===== src/rtl/register_writeback_pkg.sv =====
// Shared widths and constants for the register bank write path.
package register_writeback_pkg;

    localparam int unsigned DEF_DATA_W = 32;
    localparam int unsigned DEF_ADDR_W = 5;
    // Hard-wired zero register: writes to it are dropped.
    localparam int unsigned REG_ZERO   = 0;

endpackage


===== src/rtl/register_writeback_wb_fifo.sv =====
// In-order writeback queue: storage, pointers, occupancy count and per-slot valid bits.
module register_writeback_wb_fifo
    import register_writeback_pkg::*;
#(
    parameter int unsigned DATA_W = DEF_DATA_W,
    parameter int unsigned ADDR_W = DEF_ADDR_W,
    parameter int unsigned DEPTH  = 4,
    localparam int unsigned PTR_W = $clog2(DEPTH),
    localparam int unsigned CNT_W = PTR_W + 1
) (
    input  logic              clk,
    input  logic              reset_n,
    input  logic              push,
    input  logic [ADDR_W-1:0] push_addr,
    input  logic [DATA_W-1:0] push_data,
    input  logic              pop,
    output logic [ADDR_W-1:0] slot_addr [DEPTH],
    output logic [DATA_W-1:0] slot_data [DEPTH],
    output logic [DEPTH-1:0]  slot_valid,
    output logic [PTR_W-1:0]  head_ptr,
    output logic [ADDR_W-1:0] head_addr,
    output logic [DATA_W-1:0] head_data,
    output logic [CNT_W-1:0]  count,
    output logic              full,
    output logic              empty
);

    logic [PTR_W-1:0] head_q;
    logic [PTR_W-1:0] tail_q;
    logic [CNT_W-1:0] count_q;
    logic [DEPTH-1:0] valid_q;

    // Payload needs no reset; valid bits guard every consumer.
    always_ff @(posedge clk) begin
        if (push) begin
            slot_addr[tail_q] <= push_addr;
            slot_data[tail_q] <= push_data;
        end
    end

    always_ff @(posedge clk or negedge reset_n) begin
        if (!reset_n) begin
            head_q  <= '0;
            tail_q  <= '0;
            count_q <= '0;
            valid_q <= '0;
        end else begin
            if (push) begin
                tail_q          <= tail_q + PTR_W'(1);
                valid_q[tail_q] <= 1'b1;
            end
            if (pop) begin
                head_q          <= head_q + PTR_W'(1);
                valid_q[head_q] <= 1'b0;
            end
            if (push && !pop) begin
                count_q <= count_q + CNT_W'(1);
            end else if (pop && !push) begin
                count_q <= count_q - CNT_W'(1);
            end
        end
    end

    assign slot_valid = valid_q;
    assign head_ptr   = head_q;
    assign head_addr  = slot_addr[head_q];
    assign head_data  = slot_data[head_q];
    assign count      = count_q;
    assign full       = (count_q == CNT_W'(DEPTH));
    assign empty      = (count_q == '0);

endmodule


===== src/rtl/register_writeback.sv =====
// Register bank write side: buffered in-order commit with a youngest-match bypass lookup.
module register_writeback
    import register_writeback_pkg::*;
#(
    parameter int unsigned DATA_W = DEF_DATA_W,
    parameter int unsigned ADDR_W = DEF_ADDR_W,
    parameter int unsigned DEPTH  = 4
) (
    input  logic              clk,
    input  logic              reset_n,
    input  logic              in_valid,
    output logic              in_ready,
    input  logic [ADDR_W-1:0] in_addr,
    input  logic [DATA_W-1:0] in_data,
    input  logic              wr_stall,
    output logic              wr_en,
    output logic [ADDR_W-1:0] wr_addr,
    output logic [DATA_W-1:0] wr_data,
    input  logic [ADDR_W-1:0] byp_addr,
    output logic              byp_hit,
    output logic [DATA_W-1:0] byp_data,
    output logic [ADDR_W-1:0] pending
);

    localparam int unsigned PTR_W = $clog2(DEPTH);
    localparam int unsigned CNT_W = PTR_W + 1;

    logic              push;
    logic [ADDR_W-1:0] slot_addr [DEPTH];
    logic [DATA_W-1:0] slot_data [DEPTH];
    logic [DEPTH-1:0]  slot_valid;
    logic [PTR_W-1:0]  head_ptr;
    logic [ADDR_W-1:0] head_addr;
    logic [DATA_W-1:0] head_data;
    logic [CNT_W-1:0]  count;
    logic              full;
    logic              empty;
    logic [PTR_W-1:0]  byp_idx;

    // Held low while reset is asserted; otherwise depends on stored occupancy only.
    assign in_ready = reset_n && !full;
    // Register-zero results complete the handshake but are never queued.
    assign push     = in_valid && in_ready && (in_addr != ADDR_W'(REG_ZERO));
    assign wr_en    = !empty && !wr_stall;
    assign wr_addr  = empty ? '0 : head_addr;
    assign wr_data  = empty ? '0 : head_data;
    assign pending  = ADDR_W'(count);

    register_writeback_wb_fifo #(
        .DATA_W (DATA_W),
        .ADDR_W (ADDR_W),
        .DEPTH  (DEPTH)
    ) u_fifo (
        .clk        (clk),
        .reset_n    (reset_n),
        .push       (push),
        .push_addr  (in_addr),
        .push_data  (in_data),
        .pop        (wr_en),
        .slot_addr  (slot_addr),
        .slot_data  (slot_data),
        .slot_valid (slot_valid),
        .head_ptr   (head_ptr),
        .head_addr  (head_addr),
        .head_data  (head_data),
        .count      (count),
        .full       (full),
        .empty      (empty)
    );

    // Scan oldest to youngest so the last match, nearest the tail, wins.
    always_comb begin
        byp_hit  = 1'b0;
        byp_data = '0;
        byp_idx  = '0;
        for (int i = 0; i < DEPTH; i++) begin
            byp_idx = head_ptr + PTR_W'(i);
            if (slot_valid[byp_idx] && (slot_addr[byp_idx] == byp_addr) &&
                (byp_addr != ADDR_W'(REG_ZERO))) begin
                byp_hit  = 1'b1;
                byp_data = slot_data[byp_idx];
            end
        end
    end

endmodule


===== config.mk =====
export PLATFORM = sky130hd
export DESIGN_NAME = register_writeback
export DESIGN_NICKNAME = d
export VERILOG_FILES = /design/src/rtl/register_writeback_pkg.sv /design/src/rtl/register_writeback_wb_fifo.sv /design/src/rtl/register_writeback.sv
export SDC_FILE = /design/constraint.sdc
export NUM_CORES = 1
export LEC_CHECK = 0
export CAP_MARGIN = 10
export CORE_ASPECT_RATIO = 0.5
export CORE_UTILIZATION = 35
export DETAILED_ROUTE_END_ITERATION = 8
export PLACE_DENSITY = 0.59
export REMOVE_ABC_BUFFERS = 1
export SETUP_SLACK_MARGIN = 0.5
export SYNTH_ARGS = -nofsm -noshare
export SYNTH_HDL_FRONTEND = slang
export SYNTH_SLANG_ARGS = --single-unit

===== constraint.sdc =====
create_clock -name clk -period 8.25 [get_ports clk]
set_input_delay 2.475 -clock clk [delete_from_list [all_inputs] [get_ports clk]]
set_output_delay 2.475 -clock clk [all_outputs]
set_load 0.1 [all_outputs]

==> flow_summary.toml <==
[placement]
io_buffers = 120
postPlaceCellArea_sq_um = 12700
dp_hpwl_um = 16600
dp.cells = 1145
gp_congestion = 0.741

[drt]
wl_um = 27200
wire_per_inst_um = 23.1
drt_iter0_markers = 501
route.detailed.drc = 0
antenna_left = 0
vias = 6839
routed-wl-met3_um = 1300
dr.max_layer_used = "met4"
via_per_inst = 5.81
met1_length_um = 11400
first_pass_iters = 5
met2_length_um = 14200

[min_path]
min_to = "u_fifo.tail_q[0]"
min_path_type = "register to register"
worstHoldStart = "u_fifo.tail_q[0]"
min_path_cells = 1

[flow_run]
cap_violations = 0

[synth]
yosys.area.top_type = "edfxtp_1"
synthFlopType = "edfxtp_1"
yosysWarnings = 0
synthesis.area_sq_um = 10800
synthCells = 677
synth_edf_count = 148
synth_area_leaders = "edfxtp_1 41%, mux4_2 30%, nor2b_1 3.1%"
synth_area_per_cell_sq_um = 16.0
synth-async-reset-ratio = 0.0692
ys_ff_latch = 159
synth_most_common_cell = "edfxtp_1"
ys_seq_area_frac = 0.436
synth_top_area_frac = 0.411
synth_cell_types = 45
netlist_top_cells_count = "148 x edfxtp_1, 144 x mux4_2, 54 x nor2b_1"

[setup_path]
r2r_cells = 5
r2r_end = "u_fifo.slot_addr[0]"
critPathArrivalTime_ns = 5.14
cp.required_ns = 5.78
path_max_fanout = 33
cp-start-kind = "primary input"
critPathKind = "primary input to primary output"
r2r_start = "u_fifo.count[0]"
reg2reg_slack_ns = 5.14
worstSetupEndpointType = "primary output"

[timing]
slew_viol_final = 0
fin_crit_sh = 0.923
finalHoldViolations = 0
finalClockSkew_ns = 0.00765
fin_setup_tns_ns = 0
finalCriticalPeriod_ns = 7.61
slew_headroom = 0.215
max_freq_mhz = 131
setup_viol = 0
rsz0062_at_grt = "no"
tightest_slew_ns = 1.17

[finish]
stdcell_count = 1177
syn2layout_area_growth_pct = 23.0
layout-drive-gt1-share = 0.313
fillers = 2610
stdcell_area_sq_um = 13300
fin_nets = 821

[die]
die_y_um = 126
die_w_um = 251
num_rows = 45
initial_utilization = 0.356
die_area_sq_um = 31700
core_sq_um = 30300
io_pins = 123

[clock_tree]
clk_path_buf_depth = 2
cts_tree = "done"
clk_pin_slew_worst_paths_ns = 0.06
cts_sinks = 159
holdBufCountCts = 0
cts-resized-gates = 3
cts_root_buf = "clkbuf_16"
htree_num_levels = 4
clkLatencyLatePin_ns = 0.42
postCtsSetupBuffers = 0
cts_buffers = 17

[grt]
antenna_found_initial = 1
grt_max_degree = 145
grt_use_total = 0.177
grt_pass1_vias = 7147
grt_overflow_total = 0
grt_pass1_wl_um = 42300

[status]
status = "finished, final reports clean"
==> cell usage in the layout (no fill, tap or decap), types with 5 or more instances in the layout <==
cell type        synthesis  layout
mux2_1                  29      29
nor2_1                  20      16
mux4_1                   5       5
nor3b_1                 31      31
and3_1                  31      31
dfrtp_1                 11       9
a221o_1                 32      32
xnor2_1                 14      14
inv_1                   16      16
nor2b_1                 54      54
nor2_4                   0       5
buf_12                   1      37
mux2i_1                  7       7
edfxtp_1               148     148
mux4_2                 144     144
clkbuf_16                0      17
buf_4                    3      15
ha_1                     9       8
xor2_1                  11      11
clkdlybuf4s50_1          0      82
and2b_1                 10      10
==> layer usage <==
layer	global-route usage	vias up
li1	-	2984
met4	0.0357	0
met5	0	-
met3	0.0337	22
met2	0.317	209
met1	0.223	3624
==> critical path, cell delays in order <==
cell and delay, ns:
clkdlybuf4s50_1 0.53, or4_1 0.50, nor2_4 0.20, nand3b_2 0.18, buf_12 0.23, nor3b_1 0.08, mux2_1 0.30, a221o_1 0.41
buf_12 0.19
==> metrics by stage <==
| step | setup WS (ns) | hold slack, ns | utilization |
|---|---|---|---|
| 2_1_floorplan | -6.56 | 0.498 | - |
| 3_3_place_gp | 0.486 | 0.522 | 0.418 |
| 3_5_place_dp | 0.429 | 0.523 | 0.418 |
| 4_1_cts | 0.513 | 0.535 | 0.438 |
| 5_1_grt | 0.539 | 0.561 | 0.438 |
| 6_report | 0.635 | 0.529 | 0.438 |
==> how the worst max path moves through the flow <==
stage	endpoint	from	slack, ns
detailed placement	byp_data[3]	byp_addr[1]	0.43
CTS	byp_data[0]	byp_addr[3]	0.51
finish	byp_data[20]	byp_addr[4]	0.64
floorplan	byp_data[0]	u_fifo.head_ptr[0]	-6.56
global placement	byp_data[20]	byp_addr[1]	0.49
global route	byp_data[3]	byp_addr[4]	0.54
==> cell type report <==
class	count	area, sq um	area share
sequential	159	4730	0.355
clock buffer	19	433	0.0325
antenna	1	2.50	0.000188
multi-input combinational	433	5700	0.428
timing repair buffer	138	1720	0.129
inverter	16	60.1	0.00451
clock inverter	12	168	0.0126
tap	399	499	0.0375
==> state kept, by name (all words and copies together) (netlist names) <==
register           cells
u_fifo.slot_valid      4
u_fifo.slot_addr      20
u_fifo.tail_q          2
u_fifo.count           3
u_fifo.head_ptr        2
u_fifo.slot_data     128
==> cell families after synthesis <==
kind of cell,count (synthesis),synth area share
compound gates,45,0.0377
xor+xnor,25,0.0202
fa+ha+maj,10,0.0123
buf+inv,86,0.0430
flops,159,0.436
mux,189,0.353
other cells,1,0.000347
simple gates,162,0.0973
Power is left out: the tool's default activity adds up to more than one toggle a clock period on the data nets, which glitch-free logic cannot reach.
